===== src/rtl/hub75_buf_ctrl_pkg.sv =====
// Shared types and sizing helpers for the HUB75 double-buffer controller.
package hub75_buf_ctrl_pkg;

    typedef enum logic [1:0] {
        ST_WRITE     = 2'd0,
        ST_CLEAR     = 2'd1,
        ST_SWAP_PEND = 2'd2
    } buf_state_t;

    function automatic int frame_size_f(input int h, input int v);
        return h * v;
    endfunction

    function automatic int addr_width_f(input int h, input int v);
        return (h * v > 1) ? $clog2(h * v) : 1;
    endfunction

endpackage


===== src/rtl/hub75_buf_ctrl_if.sv =====
// Host-side pixel write / commit / clear bus of the HUB75 frame buffer.
interface hub75_buf_ctrl_if #(
    parameter int addr_width_p = 12,
    parameter int data_width_p = 24
);
    logic [addr_width_p-1:0] i_wr_addr;
    logic [data_width_p-1:0] i_wr_data;
    logic                    i_wr_en;
    logic                    i_commit;
    logic                    i_clear;
    logic                    o_wr_ready;
    logic                    o_wr_err;

    modport master (
        output i_wr_addr, i_wr_data, i_wr_en, i_commit, i_clear,
        input  o_wr_ready, o_wr_err
    );

    modport slave (
        input  i_wr_addr, i_wr_data, i_wr_en, i_commit, i_clear,
        output o_wr_ready, o_wr_err
    );
endinterface


===== src/rtl/hub75_buf_ctrl.sv =====
// Double-buffer controller: host writes land in the back bank, bank swap
// happens only at a display frame boundary, optional hardware clear.
//
// state        | meaning
// ST_WRITE     | host writes accepted into back bank
// ST_CLEAR     | filling back bank with zero, one pixel per cycle
// ST_SWAP_PEND | back bank committed, waiting for frame boundary to swap
module hub75_buf_ctrl
    import hub75_buf_ctrl_pkg::*;
#(
    parameter int hpixel_p   = 64,
    parameter int vpixel_p   = 64,
    parameter int bpp_p      = 8,
    parameter int segments_p = 2,
    localparam int frame_size_p = frame_size_f(hpixel_p, vpixel_p),
    localparam int addr_width_p = addr_width_f(hpixel_p, vpixel_p)
) (
    input  logic                    clk,
    input  logic                    rst_n,
    hub75_buf_ctrl_if.slave         host,
    input  logic                    i_disp_active,
    input  logic                    i_frame_done,
    output logic                    o_rd_bank,
    output logic                    o_swap_done,
    output logic [addr_width_p:0]   o_ram_wr_addr,
    output logic [3*bpp_p-1:0]      o_ram_wr_data,
    output logic                    o_ram_wr_en
);

    localparam logic [addr_width_p:0]   frame_lim = (addr_width_p+1)'(frame_size_p);
    localparam logic [addr_width_p-1:0] cnt_last  = addr_width_p'(frame_size_p - 1);

    if (segments_p < 1) begin : g_bad_segments
        $error("hub75_buf_ctrl: segments_p must be at least 1");
    end

    buf_state_t              state;
    logic                    commit_pend;
    logic                    wr_err;
    logic [addr_width_p-1:0] clr_cnt;
    logic                    addr_ok;

    assign addr_ok         = ({1'b0, host.i_wr_addr} < frame_lim);
    assign host.o_wr_ready = (state == ST_WRITE);
    assign host.o_wr_err   = wr_err;

    always_ff @(posedge clk or negedge rst_n) begin
        if (!rst_n) begin
            state         <= ST_WRITE;
            commit_pend   <= 1'b0;
            wr_err        <= 1'b0;
            clr_cnt       <= '0;
            o_rd_bank     <= 1'b0;
            o_swap_done   <= 1'b0;
            o_ram_wr_addr <= '0;
            o_ram_wr_data <= '0;
            o_ram_wr_en   <= 1'b0;
        end else begin
            o_ram_wr_en <= 1'b0;
            o_swap_done <= 1'b0;

            case (state)
                ST_WRITE: begin
                    if (host.i_wr_en) begin
                        if (addr_ok) begin
                            o_ram_wr_en   <= 1'b1;
                            o_ram_wr_addr <= {~o_rd_bank, host.i_wr_addr};
                            o_ram_wr_data <= host.i_wr_data;
                        end else begin
                            wr_err <= 1'b1;
                        end
                    end
                    if (host.i_clear) begin
                        state       <= ST_CLEAR;
                        clr_cnt     <= '0;
                        commit_pend <= host.i_commit;
                    end else if (host.i_commit) begin
                        state <= ST_SWAP_PEND;
                    end
                end

                ST_CLEAR: begin
                    if (host.i_wr_en) wr_err <= 1'b1;
                    o_ram_wr_en   <= 1'b1;
                    o_ram_wr_addr <= {~o_rd_bank, clr_cnt};
                    o_ram_wr_data <= '0;
                    if (clr_cnt == cnt_last) begin
                        clr_cnt     <= '0;
                        commit_pend <= 1'b0;
                        state       <= commit_pend ? ST_SWAP_PEND : ST_WRITE;
                    end else begin
                        clr_cnt <= clr_cnt + 1'b1;
                    end
                end

                ST_SWAP_PEND: begin
                    if (host.i_wr_en) wr_err <= 1'b1;
                    // An idle display has no boundary to wait for, so swap at once.
                    if (i_frame_done || !i_disp_active) begin
                        o_rd_bank   <= ~o_rd_bank;
                        o_swap_done <= 1'b1;
                        state       <= ST_WRITE;
                    end
                end

                default: state <= ST_WRITE;
            endcase
        end
    end

endmodule


===== src/flat_wrapper.sv =====
// flat-port wrapper written by rule: the top's interface ports become plain ports
module hub75_buf_ctrl_flat import hub75_buf_ctrl_pkg::*;
#(
    parameter int hpixel_p   = 64,
    parameter int vpixel_p   = 64,
    parameter int bpp_p      = 8,
    parameter int segments_p = 2,
    localparam int frame_size_p = frame_size_f(hpixel_p, vpixel_p),
    localparam int addr_width_p = addr_width_f(hpixel_p, vpixel_p)
)
  (clk, rst_n, i_disp_active, i_frame_done, o_rd_bank, o_swap_done, o_ram_wr_addr, o_ram_wr_data, o_ram_wr_en, host_i_wr_addr, host_i_wr_data, host_i_wr_en, host_i_commit, host_i_clear, host_o_wr_ready, host_o_wr_err);
  hub75_buf_ctrl_if #(.addr_width_p((12)), .data_width_p((24))) host_i ();
  input  logic clk;
  input  logic rst_n;
  input  logic i_disp_active;
  input  logic i_frame_done;
  output logic o_rd_bank;
  output logic o_swap_done;
  output logic [addr_width_p:0] o_ram_wr_addr;
  output logic [3*bpp_p-1:0] o_ram_wr_data;
  output logic o_ram_wr_en;
  input wire logic [$bits(host_i.i_wr_addr)-1:0] host_i_wr_addr;
  input wire logic [$bits(host_i.i_wr_data)-1:0] host_i_wr_data;
  input wire logic [$bits(host_i.i_wr_en)-1:0] host_i_wr_en;
  input wire logic [$bits(host_i.i_commit)-1:0] host_i_commit;
  input wire logic [$bits(host_i.i_clear)-1:0] host_i_clear;
  output wire logic [$bits(host_i.o_wr_ready)-1:0] host_o_wr_ready;
  output wire logic [$bits(host_i.o_wr_err)-1:0] host_o_wr_err;
  assign host_i.i_wr_addr = host_i_wr_addr;
  assign host_i.i_wr_data = host_i_wr_data;
  assign host_i.i_wr_en = host_i_wr_en;
  assign host_i.i_commit = host_i_commit;
  assign host_i.i_clear = host_i_clear;
  assign host_o_wr_ready = host_i.o_wr_ready;
  assign host_o_wr_err = host_i.o_wr_err;
  hub75_buf_ctrl #(.hpixel_p(hpixel_p), .vpixel_p(vpixel_p), .bpp_p(bpp_p), .segments_p(segments_p)) u_core (.clk(clk), .rst_n(rst_n), .host(host_i), .i_disp_active(i_disp_active), .i_frame_done(i_frame_done), .o_rd_bank(o_rd_bank), .o_swap_done(o_swap_done), .o_ram_wr_addr(o_ram_wr_addr), .o_ram_wr_data(o_ram_wr_data), .o_ram_wr_en(o_ram_wr_en));
endmodule

===== config.mk =====
export PLATFORM = sky130hd
export DESIGN_NAME = hub75_buf_ctrl_flat
export DESIGN_NICKNAME = d
export VERILOG_FILES = /design/src/rtl/hub75_buf_ctrl_pkg.sv /design/src/rtl/hub75_buf_ctrl_if.sv /design/src/rtl/hub75_buf_ctrl.sv /design/src/flat_wrapper.sv
export SDC_FILE = /design/constraint.sdc
export NUM_CORES = 1
export LEC_CHECK = 0
export CAP_MARGIN = 20
export CORE_ASPECT_RATIO = 1.1
export CORE_UTILIZATION = 35
export DETAILED_ROUTE_END_ITERATION = 10
export DONT_BUFFER_PORTS = 1
export GPL_TIMING_DRIVEN = 0
export PLACE_DENSITY_LB_ADDON = 0.2
export SLEW_MARGIN = 20
export SYNTH_ARGS = -nofsm -noshare
export SYNTH_HDL_FRONTEND = slang
export SYNTH_SLANG_ARGS = --single-unit

===== constraint.sdc =====
create_clock -name clk -period 3.7 [get_ports clk]
set_input_delay 0.74 -clock clk [delete_from_list [all_inputs] [get_ports clk]]
set_output_delay 0.74 -clock clk [all_outputs]
set_load 0.02 [all_outputs]

== Word-level counts from Yosys, hierarchy flattened ==
Index checks and enable logic that the tools add are counted.
W data, S select, Z words.

* Add/subtract/negate cells: 1
* Equality and inequality tests: 8
* Mux-type cells: 20
* Bitwise gates (word level): 1
* Reductions and logical operators: 11

{| class="wikitable"
|+ Operator list
! operator !! number
|-
| $pmux W24 S2 || 1
|-
| $pmux W13 S2 || 1
|-
| $mux W12 || 2
|-
| $mux W24 || 1
|-
| $pmux W12 S2 || 1
|-
| $mux W13 || 1
|-
| $add A12 B1 Y12 const B || 1
|-
| $eq A12 B12 Y1 const B || 1
|-
| $mux W2 || 5
|-
| $reduce_and A2 Y1 || 4
|-
| $pmux W2 S3 || 1
|-
| $reduce_and A3 Y1 || 2
|-
| $mux W1 || 5
|-
| $ne A2 B1 Y1 const B || 2
|-
| $ne A2 B2 Y1 const B || 2
|-
| $pmux W1 S2 || 2
|-
| $ne A3 B3 Y1 const B || 1
|-
| $eq A2 B1 Y1 const B || 1
|-
| $eq A2 B2 Y1 const B || 1
|-
| $logic_not A2 Y1 || 1
|-
| $reduce_bool A2 Y1 || 1
|-
| $reduce_or A2 Y1 || 1
|-
| $logic_not A1 Y1 || 1
|-
| $logic_or A1 B1 Y1 || 1
|-
| $not A1 Y1 || 1
|}

* Register bits: 56

== Depth between registers and ports, before layout ==
Gate-level depths: netlist of run 1.

* Depth in word-level cells: 4
* Mapped depth: 8
* Depth with buffers taken out: 6

== Worst setup path after synthesis of run 1 ==
Ideal clock, no wire load.

* Path kind: reg2reg
* Start point: register u_core.state[0]
* End point: register u_core.clr_cnt[11]
* Arrival time: 1.779 ns
* Required time: 3.621 ns
* Slack: 1.842 ns
* Stages on the path, launching flop included: 8
* Path buffers: 1
* Period minus slack after synthesis: 1.858 ns
* Path through: dfrtp_1 -> inv_1 -> ha_1 -> buf_2 -> mux2_2 -> nand2b_1 -> or4_1 -> a21oi_1

* Word-level cells in the longest chain between the ends: 3
* Elaborated cells between the ends (all ways): 6
* Classes of those cells: eq/ne (2); mux (1); reduce/logical (3)

{| class="wikitable"
|+ RTL lines
! item !! line !! text
|-
| from (decl) || hub75_buf_ctrl.sv:37 || <nowiki>buf_state_t state;</nowiki>
|-
| from (signal assigned) || hub75_buf_ctrl.sv:90 || <nowiki>state <= commit_pend ? ST_SWAP_PEND : ST_WRITE;</nowiki>
|-
| $logic_not A2 Y1 * || -- ||
|-
| named net host_o_wr_ready || flat_wrapper.sv:27 || <nowiki>output wire logic [$bits(host_i.o_wr_ready)-1:0] host_o_wr_ready;</nowiki>
|-
| $ne A2 B2 Y1 (no source line) / $reduce_bool A2 Y1 (equally long branches) || -- ||
|-
| $reduce_and A2 Y1 (no source line) || -- ||
|-
| to (signal assigned) || hub75_buf_ctrl.sv:92 || <nowiki>clr_cnt <= clr_cnt + 1'b1;</nowiki>
|-
| to (decl) || hub75_buf_ctrl.sv:40 || <nowiki>logic [addr_width_p-1:0] clr_cnt;</nowiki>
|}

The timed path passes the listed nets; every way through them passes the cells marked *.
A chain may end at the register's enable or synchronous reset.

== Final worst setup path of run 1 ==
* Start point: register u_core.state[0]
* End point: register u_core.o_ram_wr_data[17]

* Word-level cells in the longest chain between the ends: 3
* Elaborated cells between the ends (all ways): 6
* Classes of those cells: eq/ne (2); mux (1); reduce/logical (3)

{| class="wikitable"
|+ RTL lines
! item !! line !! text
|-
| $logic_not A2 Y1 * || -- ||
|-
| named net host_o_wr_ready || flat_wrapper.sv:27 ||
|-
| $ne A2 B2 Y1 (no source line) / $reduce_bool A2 Y1 (equally long branches) || -- ||
|-
| $reduce_and A2 Y1 (no source line) || -- ||
|-
| to (signal assigned) || hub75_buf_ctrl.sv:68 || <nowiki>o_ram_wr_data <= host.i_wr_data;</nowiki>
|-
| to (decl) || hub75_buf_ctrl.sv:26 || <nowiki>output logic [3*bpp_p-1:0] o_ram_wr_data,</nowiki>
|}

Marks and branches as above.

==> results by group, run 1 <==
Critical path
  • R2R cell count: 7
  • Delay of the slowest cell on the worst path: 410 ps
  • Worst reg2reg path endpoint: u_core.o_ram_wr_data[17]
  • Critical Path RT: 3950 ps
  • Reg-to-Reg Start: u_core.state[0]
  • Startpoint Class: flip-flop
  • CP max stage cell: clkbuf_1
  • Crit-path max FO: 10
  • R2r setup slk: 1490 ps
  • CP endpoint kind: flip-flop
  • Critical Path, Cell by Cell: inv_1 > ha_1 > buf_2 > nand2_1 > nor2_1 > clkbuf_1 > a22o_1
  • Crit path DAT: 2460 ps
  • Critical setup path kind: reg2reg

Synthesis
  • Synth Cell Area: 0.002429 sq mm
  • Syn_nets: 259
  • Synthesized area per cell: 11.46 sq um
  • Mux cell area share after synthesis: 0.07161
  • Fraction of the mapped netlist area in compound gates: 0.1628
  • Synth warn: 0
  • Synth Area in Adders: 0.02061
  • Xor and xnor area share after synthesis: 0.02524
  • Post-synthesis sequential area ratio: 0.5770
  • Syn Inst Count: 212
  • Register bit total from synthesis: 56
  • Largest family of logic cells by synthesized area: compound AO/OA/AOI/OAI gates
  • Distinct cell type count after synthesis: 35
  • Post-synthesis simple-gate area fraction: 0.1133

Floorplanning
  • Die ar.: 0.007276 sq mm
  • Initial Util: 0.3662
  • Die W: 81.42 microns
  • Die Span Y: 89.37 microns
  • Site Rows: 31
  • CORE AREA: 0.006633 sq mm
  • I/O pins: 85

Routing
  • DRT Pass-1 Iters: 4
  • Total Wirelength: 5073 microns
  • Avg WL per Cell: 16.85 microns
  • Drt first-iter violations: 112
  • DRC violations left: 0
  • Vias: 1626
  • Post-DRT Antenna Nets: 0
  • Vias per cell: 5.402

Global routing
  • Number of global-route vias before repair: 1612
  • First-pass GRT wire length: 8183 microns
  • Initial antenna violation count: 0
  • Grt ovf: 0
  • Largest net degree at the start of global routing: 57
  • GRT Util Overall: 0.1541

Flow run
  • Maxcap violations: 0

Pwr
  • Worst VDD drop: 0.3232 mV
  • Int Power: 1.215 mW
  • Switching Share: 0.4323
  • Clock power frac: 0.152
  • Comb pwr share: 0.288
  • Pwr Total: 2.139 mW
  • P_leak: 1.164 nW
  • Reg power frac: 0.560
  • Cell area power density: 818.9 mW/mm^2
  • Switching Power: 0.9249 mW

STA
  • Worst slew pin tran: 636.4 ps
  • Hold_ws: 107.3 ps
  • Clock period minus worst slack: 2212 ps
  • Setup Viol. Count Final: 0
  • Max Freq: 0.4520 GHz
  • Hold Fails Final Rpt: 0
  • Worst slew margin: 0.5758
  • Skew final: 7.642 ps
  • Setup TNS: 0 ps
  • Slew Viols, Final: 0
  • RSZ-0062 raised after global routing: false
  • Period utilisation layout: 0.5979

Place
  • Placed Area: 0.002531 sq mm
  • Port bufs: 0
  • DP HPWL: 3685 microns
  • Routability Congestion: 0.7314

Clock tree
  • Num CTS Buffers: 5
  • Htree depth: 2
  • CTS hold repair buffers: 0
  • TritonCTS clock tree: built
  • Clk Latency, worst-skew pair: 310 ps
  • Post-cts resize count: 0
  • Clk slew on worst S/H paths: 100 ps
  • Clock Sinks: 56
  • Root Buffer: clkbuf_8
  • Max clock buf depth: 2
  • Setup bufs post-CTS: 0

Layout
  • Area Overhead vs Synth: 7.574%
  • Filler cell count: 665
  • # diodes: 0
  • Post-layout net count: 266
  • Layout Cell Area excl Fill: 0.002613 sq mm
  • Commonest non-fill, non-tap cell in the layout: dfrtp_1
  • Share of cells above drive strength 1: 0.06393
  • Commonest cells after routing, fill and taps aside: 56 x dfrtp_1, 25 x a22o_1, 24 x nand2_1
  • Post-layout util: 0.3939

Hold path
  • Worst min path class: in2async

Run status
  • Outcome: finished, final reports clean
## synthesized netlist by cell type
cell type	count	area [sq um]
a21o_1	1	7.510
o31ai_1	1	7.510
nand4_4	1	21.27
xor2_1	3	26.28
ha_1	4	50.05
or4_1	1	7.510
clkbuf_1	7	26.28
nor2b_1	1	6.260
a21oi_1	4	20.02
o31a_1	1	8.760
o21ai_0	19	95.09
nand3b_1	1	7.510
buf_1	1	3.750
mux2_2	1	11.26
and2_1	1	6.260
mux2i_1	14	140.1
nand2b_1	2	12.51
xnor2_1	4	35.03
a22o_1	25	219.0
nand4_1	2	12.51
nand3_1	4	20.02
or2_2	2	12.51
nand2_1	24	90.09
buf_2	3	15.01
inv_1	7	26.28
mux2_1	2	22.52
dfrtp_1	56	1401
o21a_1	1	7.510
nor4b_1	2	17.52
nor3_1	3	15.01
a2111o_1	1	11.26
nor2_1	9	33.78
a21boi_0	1	7.510
a311o_2	1	11.26
or3_1	2	12.51
## through the flow
stage / setup slack [ps] / std cells
finish: 1488 / 301
global route: 1236 / 301
CTS: 1418 / 301
detailed placement: 1439 / 294
global placement: 1493 / 294
floorplan: 1842 / 212
## critical path: cells and delay by family, from the launching register on
family                   cells  cell delay [ps]
buffers and inverters        3              770
AND/OR/NAND/NOR              2              480
AO/OA/AOI/OAI                1              200
adder cells (fa/ha/maj)      1              300
flip-flops                   1              400
## layer usage
layer  track usage  wire [microns]  part of all wire  up-vias
met5             0               0                 0        -
met4       0.05357              67             0.013        0
met3       0.07551             541              0.11        6
met2        0.2386            2345              0.46       75
met1        0.1856            2118              0.42      779
li1              -               -                 -      766
## registers in the layout (all words and copies together) (netlist names)
| register | cells |
|---|---|
| u_core.o_ram_wr_data | 24 |
| u_core.o_ram_wr_addr | 13 |
| u_core.clr_cnt | 12 |
| u_core.state | 2 |
| u_core.commit_pend | 1 |
| u_core.host.o_wr_err | 1 |
| u_core.o_ram_wr_en | 1 |
| u_core.o_rd_bank | 1 |
| u_core.o_swap_done | 1 |
## kinds of logic (layout without fill, tap and decap cells)
| logic type | count (synthesis) | count (layout) |
|---|---|---|
| adder cells (fa/ha/maj) | 4 | 4 |
| multiplexers | 17 | 17 |
| buffers and inverters | 18 | 25 |
| flip-flops | 56 | 56 |
| AO/OA/AOI/OAI | 55 | 55 |
| XOR/XNOR | 7 | 7 |
| AND/OR/NAND/NOR | 55 | 55 |
## power groups by stage
stage	Sequential (mW)	Combinational, mW	Clock, mW
2_1_floorplan	1.17	0.497	0
3_3_place_gp	1.21	0.618	0
3_5_place_dp	1.21	0.635	0
4_1_cts	1.20	0.629	0.340
5_1_grt	1.23	0.707	0.367
6_report	1.20	0.616	0.326
## cell type report
class                      count  area (sq um)  share of cell area
sequential                    56          1401              0.5364
multi-input combinational    138         955.9              0.3659
clock buffer                   6         72.57             0.02778
tap                           82         102.6             0.03927
buffer                        11         45.04             0.01724
clock inverter                 1         8.758            0.003352
inverter                       7         26.28             0.01006
## worst max-delay path by stage
stage          slack [ps]                  endpoint            start  cells past startpoint
6_report             1490  u_core.o_ram_wr_data[17]  u_core.state[0]                      7
5_1_grt              1240  u_core.o_ram_wr_data[16]  u_core.state[0]                      7
4_1_cts              1420  u_core.o_ram_wr_data[16]  u_core.state[0]                      7
3_5_place_dp         1440  u_core.o_ram_wr_data[11]  u_core.state[0]                      7
3_3_place_gp         1490  u_core.o_ram_wr_data[17]  u_core.state[0]                      7
2_1_floorplan        1840        u_core.clr_cnt[11]  u_core.state[0]                      7
No activity file was read; power rests on OpenSTA's default activity.
==> run 2: changes to the inputs <==
clock period = 2.25 ns   (was 3.7 ns; I/O delays follow)
==> run 2 against run 1 <==
Against the previous run: global-route usage is 0.13 points higher; clock skew is 1.2 ps higher; largest power group unchanged; utilization is 0.75 points higher.
==> results by group, run 2 (synthesis gave the netlist of run 1 again) <==
Place
  • DP HPWL: 3685 microns
  • # placed instances: 294
  • Routability Congestion: 0.7314
  • Port bufs: 0
  • Placed Area: 0.002531 sq mm
  • Setup WS pre-CTS: -10.92 ps

Floorplanning
  • Die ar.: 0.007276 sq mm
  • I/O pins: 85
  • Die W: 81.42 microns
  • Initial Util: 0.3662
  • Die Span Y: 89.37 microns
  • CORE AREA: 0.006633 sq mm
  • Site Rows: 31

Pwr
  • Cell area power density: 1337 mW/mm^2
  • Worst VDD drop: 0.5397 mV
  • Pwr Total: 3.561 mW
  • P_leak: 1.188 nW

Clock tree
  • Htree depth: 2
  • Max clock buf depth: 2
  • Root Buffer: clkbuf_8
  • Clk slew on worst S/H paths: 90 ps
  • Num CTS Buffers: 5
  • Clock Sinks: 56
  • Clk Latency, worst-skew pair: 310 ps
  • Setup bufs post-CTS: 0
  • TritonCTS clock tree: built

STA
  • RSZ-0062 raised after global routing: false
  • Hold Fails Final Rpt: 0
  • Worst slew pin tran: 634.1 ps
  • Slew Viols, Final: 0
  • Worst slew margin: 0.5773
  • Hold_ws: 257.5 ps
  • Period utilisation layout: 0.9220
  • Setup TNS: 0 ps
  • Setup Viol. Count Final: 0
  • Clock period minus worst slack: 2074 ps
  • Skew final: 8.831 ps
  • Setup ws final: 175.6 ps
  • Max Freq: 0.4821 GHz

Critical path
  • Startpoint Class: flip-flop
  • CP endpoint kind: flip-flop
  • Crit path DAT: 2310 ps
  • Critical setup path kind: reg2reg
  • Critical Path RT: 2480 ps
  • Crit-path max FO: 10

Routing
  • Total Wirelength: 5111 microns
  • DRT Pass-1 Iters: 4
  • DRC violations left: 0
  • Vias per cell: 5.409
  • Post-DRT Antenna Nets: 0
  • Vias: 1639
  • Drt first-iter violations: 97
  • Avg WL per Cell: 16.87 microns

Layout
  • Area Overhead vs Synth: 9.634%
  • Layout Cell Area excl Fill: 0.002663 sq mm
  • Commonest cells after routing, fill and taps aside: 56 x dfrtp_1, 25 x a22o_1, 24 x nand2_1
  • Post-layout util: 0.4014
  • Post-layout net count: 268
  • Filler cell count: 658
  • Largest register FFs: 24
  • # diodes: 0
  • Layout Cells excl Fill: 303
  • Most flops, register: u_core.o_ram_wr_data
  • Commonest non-fill, non-tap cell in the layout: dfrtp_1
  • Share of cells above drive strength 1: 0.09050
  • Largest registers: u_core.o_ram_wr_data x24, u_core.o_ram_wr_addr x13, u_core.clr_cnt x12

Global routing
  • Grt ovf: 0
  • Number of global-route vias before repair: 1615
  • GRT Util Overall: 0.1554
  • Largest net degree at the start of global routing: 57
  • Initial antenna violation count: 0
  • First-pass GRT wire length: 8266 microns

Run status
  • Outcome: finished, final reports clean

Hold path
  • Worst min path class: in2reg

Flow run
  • Maxcap violations: 0
[run 2: changes by cell type in the layout (fill, tap and decap cells not counted)]
cell           previous run  this run
clkbuf_1                  8         5
clkbuf_2                  0         3
mux2i_1                  14        13
nor2_2                    0         1
clkbuf_4                  0         1
buf_2                     3         2
mux2i_2                   0         1
dlygate4sd3_1             0         1
nor2_1                    9         8
buf_16                    0         1
[run 2: worst paths after layout]
| path | start | endpoint | slack, ps | cells past startpoint |
|---|---|---|---|---|
| worst max-delay path | u_core.state[0] | u_core.clr_cnt[11] | 180 | 7 |
| min in group asynchronous | rst_n | u_core.clr_cnt[4] | 680 | 2 |
| max in group asynchronous | rst_n | u_core.o_ram_wr_data[21] | 1340 | 2 |
| worst min-delay path | host_i_wr_en | u_core.host.o_wr_err | 260 | 1 |
| worst max register to register | u_core.state[0] | u_core.clr_cnt[11] | 180 | 7 |
| worst min register to register | u_core.state[1] | u_core.state[1] | 530 | 1 |
[run 2: repair_timing]
action | in CTS | in global routing
pin swaps | 0 | 0
gates resized for setup | 1 | 7
cloned | 0 | 0
hold buffers | 2 | 0
endpoints found under the setup margin | 10 | 31
endpoints found under the hold margin | 56 | 0
[run 2: report_power, final]
group          leakage, nW  internal (mW)  switching, mW  total, mW
clock               0.0417          0.219          0.316      0.535
combinational        0.426          0.448          0.610       1.06
sequential           0.721           1.35          0.615       1.97
total                 1.19           2.02           1.54       3.56
[run 2: final cells by class]
class,instances,area (sq um),area share
clock buffers,6,72.57,0.02726
plain buffers,11,51.30,0.01927
repair buffers,2,37.54,0.01410
well taps,82,102.6,0.03853
inverters,7,26.28,0.009868
clock inverters,1,8.758,0.003289
flip-flops and latches,56,1401,0.5263
multi-input cells,138,962.2,0.3614
[run 2: routing by layer]
| layer | vias up | track usage | routed length, microns |
|---|---|---|---|
| met4 | 0 | 0.05357 | 72 |
| met1 | 781 | 0.1869 | 2141 |
| met5 | - | 0 | 0 |
| met3 | 6 | 0.07653 | 555 |
| li1 | 772 | - | - |
| met2 | 80 | 0.2409 | 2343 |
[run 2: critical path: stages, from the launching register on]
cell and delay, ps:
dfrtp_1 400, inv_1 90, ha_1 300, clkbuf_4 270, mux2_2 240, nand2b_1 140
or4_1 410, a21oi_1 150
